## config.mk

```make
export PLATFORM = sky130hd
export DESIGN_NAME = div_16_bit_seq_flat
export DESIGN_NICKNAME = d
export VERILOG_FILES = /design/src/rtl/div_16_bit_seq_if.sv /design/src/rtl/div_16_bit_seq.sv /design/src/flat_wrapper.sv
export SDC_FILE = /design/constraint.sdc
export NUM_CORES = 1
export LEC_CHECK = 0
export CAP_MARGIN = 10
export CORE_MARGIN = 3
export CORE_UTILIZATION = 25
export DETAILED_ROUTE_END_ITERATION = 10
export PLACE_DENSITY = 0.5
export SLEW_MARGIN = 20
export SYNTH_ARGS = -nofsm -noshare
export SYNTH_HDL_FRONTEND = slang
export SYNTH_SLANG_ARGS = --single-unit
export TNS_END_PERCENT = 50
```

## constraint.sdc

```tcl
create_clock -name clk -period 6.7 [get_ports clk]
set_input_delay 0.67 -clock clk [delete_from_list [all_inputs] [get_ports clk]]
set_output_delay 0.67 -clock clk [all_outputs]
set_load 0.05 [all_outputs]
```

## src/rtl/div_16_bit_seq_if.sv

```systemverilog
// Request/response bundle for the sequential divider.
// DIV_SIGNED_EN adds the sgn request bit.
interface div_16_bit_seq_if #(
  parameter int unsigned WIDTH = 16
);
  logic             start;
  logic [WIDTH-1:0] dividend;
  logic [WIDTH-1:0] divisor;
`ifdef DIV_SIGNED_EN
  logic             sgn;
`endif
  logic             busy;
  logic             done;
  logic [WIDTH-1:0] quotient;
  logic [WIDTH-1:0] remainder;
  logic             div_by_zero;

  modport master (
    output start,
    output dividend,
    output divisor,
`ifdef DIV_SIGNED_EN
    output sgn,
`endif
    input  busy,
    input  done,
    input  quotient,
    input  remainder,
    input  div_by_zero
  );

  modport slave (
    input  start,
    input  dividend,
    input  divisor,
`ifdef DIV_SIGNED_EN
    input  sgn,
`endif
    output busy,
    output done,
    output quotient,
    output remainder,
    output div_by_zero
  );
endinterface

```

## src/rtl/div_16_bit_seq.sv

```systemverilog
// 16-bit restoring divider, one quotient bit per clock, 16-cycle latency.
// Define DIV_SIGNED_EN for two's-complement truncating division selected by sgn.
module div_16_bit_seq #(
  parameter int unsigned WIDTH = 16
) (
  input logic              clk,
  input logic              rst,
  div_16_bit_seq_if.slave  bus
);

  localparam logic [1:0] StIdle = 2'd0;
  localparam logic [1:0] StRun  = 2'd1;
  localparam logic [1:0] StDone = 2'd2;

  logic [1:0]       state_q, state_d;
  logic [WIDTH-1:0] r_q, r_d;
  logic [WIDTH-1:0] q_q, q_d;
  logic [WIDTH-1:0] d_q, d_d;
  logic [4:0]       cnt_q, cnt_d;
  logic [WIDTH-1:0] quot_q, quot_d;
  logic [WIDTH-1:0] rem_q, rem_d;
  logic             dbz_q, dbz_d;

  logic [WIDTH:0]   trial;
  logic             borrow;
  logic [WIDTH-1:0] r_step;
  logic [WIDTH-1:0] q_step;
  logic             accept;
  logic             last_iter;
  logic [WIDTH-1:0] a_mag;
  logic [WIDTH-1:0] b_mag;
  logic [WIDTH-1:0] quot_fin;
  logic [WIDTH-1:0] rem_fin;

  // One restoring step: trial-subtract the divisor from the shifted-in partial remainder.
  always_comb begin
    trial  = {r_q, q_q[WIDTH-1]} - {1'b0, d_q};
    borrow = trial[WIDTH];
    r_step = borrow ? {r_q[WIDTH-2:0], q_q[WIDTH-1]} : trial[WIDTH-1:0];
    q_step = {q_q[WIDTH-2:0], ~borrow};
  end

  assign accept    = bus.start && (state_q != StRun);
  assign last_iter = (cnt_q == 5'(WIDTH - 1));

`ifdef DIV_SIGNED_EN
  logic neg_quot_q, neg_quot_d;
  logic neg_rem_q, neg_rem_d;
  logic a_neg, b_neg;

  always_comb begin
    a_neg    = bus.sgn & bus.dividend[WIDTH-1];
    b_neg    = bus.sgn & bus.divisor[WIDTH-1];
    a_mag    = a_neg ? (~bus.dividend + 1'b1) : bus.dividend;
    b_mag    = b_neg ? (~bus.divisor + 1'b1) : bus.divisor;
    quot_fin = neg_quot_q ? (~q_step + 1'b1) : q_step;
    rem_fin  = neg_rem_q ? (~r_step + 1'b1) : r_step;
  end

  always_comb begin
    neg_quot_d = neg_quot_q;
    neg_rem_d  = neg_rem_q;
    if (accept && (bus.divisor != '0)) begin
      neg_quot_d = a_neg ^ b_neg;
      neg_rem_d  = a_neg;
    end
  end

  always_ff @(posedge clk or posedge rst) begin
    if (rst) begin
      neg_quot_q <= 1'b0;
      neg_rem_q  <= 1'b0;
    end else begin
      neg_quot_q <= neg_quot_d;
      neg_rem_q  <= neg_rem_d;
    end
  end
`else
  always_comb begin
    a_mag    = bus.dividend;
    b_mag    = bus.divisor;
    quot_fin = q_step;
    rem_fin  = r_step;
  end
`endif

  always_comb begin
    state_d = state_q;
    r_d     = r_q;
    q_d     = q_q;
    d_d     = d_q;
    cnt_d   = cnt_q;
    quot_d  = quot_q;
    rem_d   = rem_q;
    dbz_d   = dbz_q;
    unique case (state_q)
      StRun: begin
        r_d   = r_step;
        q_d   = q_step;
        cnt_d = cnt_q + 5'd1;
        if (last_iter) begin
          quot_d  = quot_fin;
          rem_d   = rem_fin;
          state_d = StDone;
        end
      end
      default: begin
        // Idle and Done both accept a new request; Done otherwise falls back to Idle.
        state_d = StIdle;
        if (accept) begin
          if (bus.divisor == '0) begin
            quot_d  = '1;
            rem_d   = bus.dividend;
            dbz_d   = 1'b1;
            state_d = StDone;
          end else begin
            r_d     = '0;
            q_d     = a_mag;
            d_d     = b_mag;
            cnt_d   = '0;
            dbz_d   = 1'b0;
            state_d = StRun;
          end
        end
      end
    endcase
  end

  always_ff @(posedge clk or posedge rst) begin
    if (rst) begin
      state_q <= StIdle;
      r_q     <= '0;
      q_q     <= '0;
      d_q     <= '0;
      cnt_q   <= '0;
      quot_q  <= '0;
      rem_q   <= '0;
      dbz_q   <= 1'b0;
    end else begin
      state_q <= state_d;
      r_q     <= r_d;
      q_q     <= q_d;
      d_q     <= d_d;
      cnt_q   <= cnt_d;
      quot_q  <= quot_d;
      rem_q   <= rem_d;
      dbz_q   <= dbz_d;
    end
  end

  assign bus.busy        = (state_q == StRun);
  assign bus.done        = (state_q == StDone);
  assign bus.quotient    = quot_q;
  assign bus.remainder   = rem_q;
  assign bus.div_by_zero = dbz_q;

endmodule
```

## src/flat_wrapper.sv

```systemverilog
// flat-port wrapper written by rule: the top's interface ports become plain ports
module div_16_bit_seq_flat 
#(
  parameter int unsigned WIDTH = 16
)
  (clk, rst, bus_start, bus_dividend, bus_divisor, bus_busy, bus_done, bus_quotient, bus_remainder, bus_div_by_zero);
  div_16_bit_seq_if #(.WIDTH(WIDTH)) bus_i ();
  input logic clk;
  input logic rst;
  input wire logic [$bits(bus_i.start)-1:0] bus_start;
  input wire logic [$bits(bus_i.dividend)-1:0] bus_dividend;
  input wire logic [$bits(bus_i.divisor)-1:0] bus_divisor;
  output wire logic [$bits(bus_i.busy)-1:0] bus_busy;
  output wire logic [$bits(bus_i.done)-1:0] bus_done;
  output wire logic [$bits(bus_i.quotient)-1:0] bus_quotient;
  output wire logic [$bits(bus_i.remainder)-1:0] bus_remainder;
  output wire logic [$bits(bus_i.div_by_zero)-1:0] bus_div_by_zero;
  assign bus_i.start = bus_start;
  assign bus_i.dividend = bus_dividend;
  assign bus_i.divisor = bus_divisor;
  assign bus_busy = bus_i.busy;
  assign bus_done = bus_i.done;
  assign bus_quotient = bus_i.quotient;
  assign bus_remainder = bus_i.remainder;
  assign bus_div_by_zero = bus_i.div_by_zero;
  div_16_bit_seq #(.WIDTH(WIDTH)) u_core (.clk(clk), .rst(rst), .bus(bus_i));
endmodule
```

# Yosys cells after proc, flatten, opt, wreduce, memory -nomap -nowiden
# Cells that the tools add are included.
[op_classes]
add_sub_neg = 2
n_eq_ne = 6
n_mux = 23
bitwise_logic = 3
n_reduce_logical = 8
[ops]
columns = ["op", "n"]
rows = [
  ["two-way mux 16 bit", 15],
  ["subtractor 17 x 16 -> 17 bit", 1],
  ["logical NOT 16 bit", 1],
  ["two-way mux 5 bit", 3],
  ["two-way mux 2 bit", 4],
  ["AND reduction 3 bit", 2],
  ["adder 5 x 1 -> 5 bit (second input constant)", 1],
  ["== test 5 x 4 -> 1 bit (second input constant)", 1],
  ["!= test 2 x 1 -> 1 bit (second input constant)", 2],
  ["AND reduction 2 bit", 2],
  ["nonzero test 2 bit", 2],
  ["NOT 1 bit", 3],
  ["== test 2 x 1 -> 1 bit (second input constant)", 1],
  ["== test 2 bit (second input constant)", 1],
  ["!= test 2 bit (second input constant)", 1],
  ["logical AND 1 bit", 1],
  ["two-way mux 1 bit", 1],
]
[totals]
register_bits = 88
inputBits = 35
out_inout_bits = 35
word_cells = 50

# Longest topological paths before layout
[logic_depth]
depth_word = 4
ltp_mapped = 12
ltp_nobuf = 11

# Worst setup path before layout
# OpenSTA, ideal clock, no wires.
[synth_path]
path_type = "reg2reg"
startpoint = "reg u_core.q_q[15]"
endpoint = "reg u_core.r_q[14]"
setup_time_ps = 135
arrival_ps = 2278
required_ps = 6565
setup_slack_ps = 4287
path_stages_with_launch = 13
path_buffers = 1
synth_period_minus_slack_ps = 2413
path_cell_list = "dfrtp_1 inv_1 ha_1 inv_1 fa_1 and3_1 nor2_2 o211ai_2 a21oi_2 xnor2_2 buf_6 mux2i_1 o21ai_0"
[synth_between]
elab_chain_len = 3
[synth_lines]
columns = ["element", "line", "source"]
rows = [
  ["start, declared", "div_16_bit_seq.sv:17", "logic [WIDTH-1:0] q_q, q_d;"],
  ["start signal, assigned", "div_16_bit_seq.sv:142", "q_q <= q_d;"],
  ["subtractor 17 x 16 -> 17 bit", "div_16_bit_seq.sv:37", "trial = {r_q, q_q[WIDTH-1]} - {1'b0, d_q};"],
  ["two-way mux 16 bit", "div_16_bit_seq.sv:39", "r_step = borrow ? {r_q[WIDTH-2:0], q_q[WIDTH-1]} : trial[WIDTH-1:0];"],
  ["two-way mux 16 bit", "div_16_bit_seq.sv:96", "unique case (state_q)"],
  ["end signal, assigned", "div_16_bit_seq.sv:141", "r_q <= r_d;"],
  ["end, declared", "div_16_bit_seq.sv:16", "logic [WIDTH-1:0] r_q, r_d;"],
]
# Every way passes these cells.
# A chain may end at the register's enable or synchronous reset.

# Final worst setup path
[layout_path]
startpoint = "reg u_core.state_q[0]"
endpoint = "reg u_core.rem_q[15], in the netlist u_core.bus.remainder[15]"
[layout_between]
elab_chain_len = 4
elab_cells_between_ends = 8
classes_between = "eq/ne (3); mux (1); reduce/logical (4)"
[layout_lines]
columns = ["element", "line", "source"]
rows = [
  ["start, declared", "div_16_bit_seq.sv:15", "logic [1:0] state_q, state_d;"],
  ["start signal, assigned", "div_16_bit_seq.sv:131", "state_q <= StIdle;"],
  ["start signal, assigned", "div_16_bit_seq.sv:140", "state_q <= state_d;"],
  ["!= test 2 x 1 -> 1 bit", "div_16_bit_seq.sv:43", "assign accept = bus.start && (state_q != StRun);"],
  ["logical AND 1 bit", "div_16_bit_seq.sv:43", ""],
  ["nonzero test 2 bit (no source line)", "--", ""],
  ["AND reduction 3 bit (no source line)", "--", ""],
  ["end signal, assigned", "div_16_bit_seq.sv:146", "rem_q <= rem_d;"],
  ["end, declared", "div_16_bit_seq.sv:21", "logic [WIDTH-1:0] rem_q, rem_d;"],
]
# Parallel ways exist; a longest one is shown, timed or not.

==> flow_summary_export.csv <==
group,metric,value,unit
grt,grt_pass1_vias,3618,
die,ios,70,
yosys,synthCells,476,
die,die_area,0.0200,mm2
final_layout,fill_cells,1823,
die,die_x,142,um
worst_setup_path,critical_path_buf_inv_count,4,
timing,worst_pin_slew,1.00,ns
timing,finalClockSkew,0.0116,ns
grt,antenna_found_initial,0,
worst_setup_path,crit_start,"u_core.state_q[0]",
placement,gp_congestion,0.758,
status,outcome,"complete, no violations",
final_layout,final_common_cell,"dfrtp_1",
grt,grt_pass1_wl,20.0,mm
clock_tree,cts.sinks,88,
grt,use_met1,0.186,
timing,setup_viol,0,
clock_tree,clockBufferDepth,2,
yosys,yosysUniqueCellTypes,51,
final_layout,fin_nets,589,
timing,rsz0062_at_grt,"no",
yosys,yosysSeqAreaShare,0.479,
worst_setup_path,arrival,3.80,ns
worst_setup_path,critical_path.slowest_cell,"clkinv_1",
grt,use_met3,0.0270,
worst_setup_path,critPathKind,"flip-flop to flip-flop",
run,maxCapViolCount,0,
clock_tree,post_cts_buffers,0,
detailed_routing,vias,3653,
final_layout,drive_gt1_frac,0.0722,
yosys,synth_xor_area_frac,0.0302,
placement,hpwl,8.80,mm
die,rows,48,
yosys,synth_area_per_cell,9.65,um2
yosys,syn_nets,530,
final_layout,multi_input_area,0.00220,mm2
final_layout,most-common-layout-cells,"dfrtp_1, nand2_1, clkdlybuf4s50_1",
worst_setup_path,r2r_start,"u_core.state_q[0]",
grt,grt-ovfl-total,0,
worst_setup_path,startpoint_type,"flip-flop",
clock_tree,cts_root_buf,"clkbuf_16",
grt,grt_usage,0.124,
worst_setup_path,crit_fanout,51,
die,start_util,0.260,
timing,finalSetupTns,0,ns
detailed_routing,dr.pass1.iters,4,
timing,finalHoldViolCount,0,
detailed_routing,wl_per_cell,16.0,um
grt,grt_max_degree,72,
detailed_routing,drc,0,
yosys,synth-compound-area-share,0.207,
yosys,synth_top_family_by_area,"compound AO/OA/AOI/OAI gates",
yosys,synthMuxAreaShare,0.0637,
clock_tree,post_cts_resized,0,
final_layout,layout.area.seq,0.00220,mm2
min_path,min_from,"u_core.cnt_q[4]",
timing,fmax,279,MHz
detailed_routing,first_iter_violations,362,
clock_tree,holdBufCountCts,0,
clock_tree,cts_tree,"built",
yosys,yosysTopAreaCellShare,0.479,
worst_setup_path,required,6.92,ns
worst_setup_path,path_cells,"nand2b_2 > buf_4 > inv_1 > a21oi_2 > buf_4 > clkinv_1 > nor2_1 > o311a_1 > o21ai_1",
yosys,synth_area_leaders,"dfrtp_1, o21ai_0, mux2i_1",
yosys,syn-cell-area,0.00459,mm2
detailed_routing,wirelength,12.3,mm
clock_tree,cts_htree_levels,3,
timing,fin_crit,3.58,ns
detailed_routing,drtAntennaViolNets,0,
timing,slew_violations,0,
die,die_h,142,um
clock_tree,insertion_delay,0.34,ns
yosys,synthSimpleGateAreaFrac,0.122,
timing,period_share,0.535,
timing,slew_headroom,0.326,
worst_setup_path,crit_path_max_incr_delay,0.83,ns
final_layout,synthToLayoutAreaGrowth,26.6,%
grt,grt_busiest_layer,"met1",
grt,grt_util_met2,0.183,
clock_tree,cts.reportedPaths.clkPinSlew,0.07,ns
detailed_routing,vias_per_cell,4.78,
placement,portBuffers,69,
worst_setup_path,cpMostUsedCell,"buf_4",
yosys,ys_warn_count,0,
yosys,synth_top_cell_by_area,"dfrtp_1",
yosys,synthAdderAreaFrac,0.0534,
yosys,yosys_register_bits,88,
final_layout,antenna_cells,0,
worst_setup_path,crit_family,"buffers and inverters",
clock_tree,numCtsBuffers,9,
min_path,hp-class,"flip-flop to flip-flop",
worst_setup_path,critPathCaptureType,"flip-flop",
die,core_area,0.0177,mm2
flip-flops by register name, summed over array words and instances, names as in the netlist:
| register | cells |
|---|---|
| u_core.state_q | 2 |
| u_core.bus.quotient | 16 |
| u_core.d_q | 16 |
| u_core.cnt_q | 5 |
| u_core.q_q | 16 |
| u_core.r_q | 16 |
| u_core.bus.remainder | 16 |
| u_core.bus.div_by_zero | 1 |
synth_stat cells (all sizes together):
cell type,number
clkinv,1
xor2,6
nor4b,1
o2bb2ai,1
a21oi,25
nand2,72
xnor2,9
o21ai,60
nor3,5
a211oi,5
mux2,2
inv,22
nand4,4
nor4,4
nand3b,1
nand3,5
a31oi,3
a22o,1
clkbuf,22
o22ai,8
nor2b,5
mux2i,27
o21a,4
o21ba,1
nor2,21
a21o,8
o211ai,7
a21boi,3
o22a,16
fa,1
and4,1
dfrtp,88
buf,5
o2111ai,1
and2,1
o221ai,1
ha,18
a311oi,1
a211o,1
and3,4
o311a,1
nand2b,3
a31o,1
routing by layer:
layer	vias up	share of wire
met4	0	0.0071
li1	1798	-
met2	90	0.45
met3	6	0.052
met1	1759	0.49
met5	-	0
cells by family (layout without fill, tap and decap cells):
kind of cell	Yosys count	in the layout
XOR/XNOR	15	15
multiplexers	29	29
AO/OA/AOI/OAI	148	148
buffers and inverters	50	114
flip-flops	88	88
AND/OR/NAND/NOR	127	127
adder cells (fa/ha/maj)	19	19
final cells by class:
cell class / count / share of cell area
clock buffer: 9 / 0.0387
clock inverter: 7 / 0.0144
inverter: 23 / 0.0151
multi-input combinational: 338 / 0.378
tap: 225 / 0.0484
timing repair buffer: 75 / 0.126
sequential: 88 / 0.379
worst min-delay path, stage by stage, from the launching register on:
cell     delay [ns]
dfrtp_1        0.35
nand2_1        0.05
o21ai_0        0.06
path summary, 6_finish.rpt:
check / depth (start not counted) / to / slack, ns
min in group asynchronous: 2 / u_core.d_q[14] / 0.60
worst min register to register: 2 / u_core.cnt_q[4] / 0.49
max in group asynchronous: 3 / u_core.r_q[0] / 4.91
worst max register to register: 9 / u_core.bus.remainder[15] / 3.12
worst min-delay path: 2 / u_core.cnt_q[4] / 0.49
worst max-delay path: 9 / u_core.bus.remainder[15] / 3.12
metrics by stage:
step	setup WS, ns	instances	cell area (um2)	hold slack [ns]	util
final	3.12	765	5820	0.489	0.329
after global routing	2.72	765	5820	0.522	0.329
after CTS	3.05	765	5820	0.494	0.329
after detailed placement	3.06	749	5510	0.479	0.312
after global placement	3.17	749	5510	0.465	0.312
after floorplan	3.75	476	4590	0.450	-
Power is not shown: default switching activity piles up to over one toggle a cycle in this logic, so the estimate is an artifact.
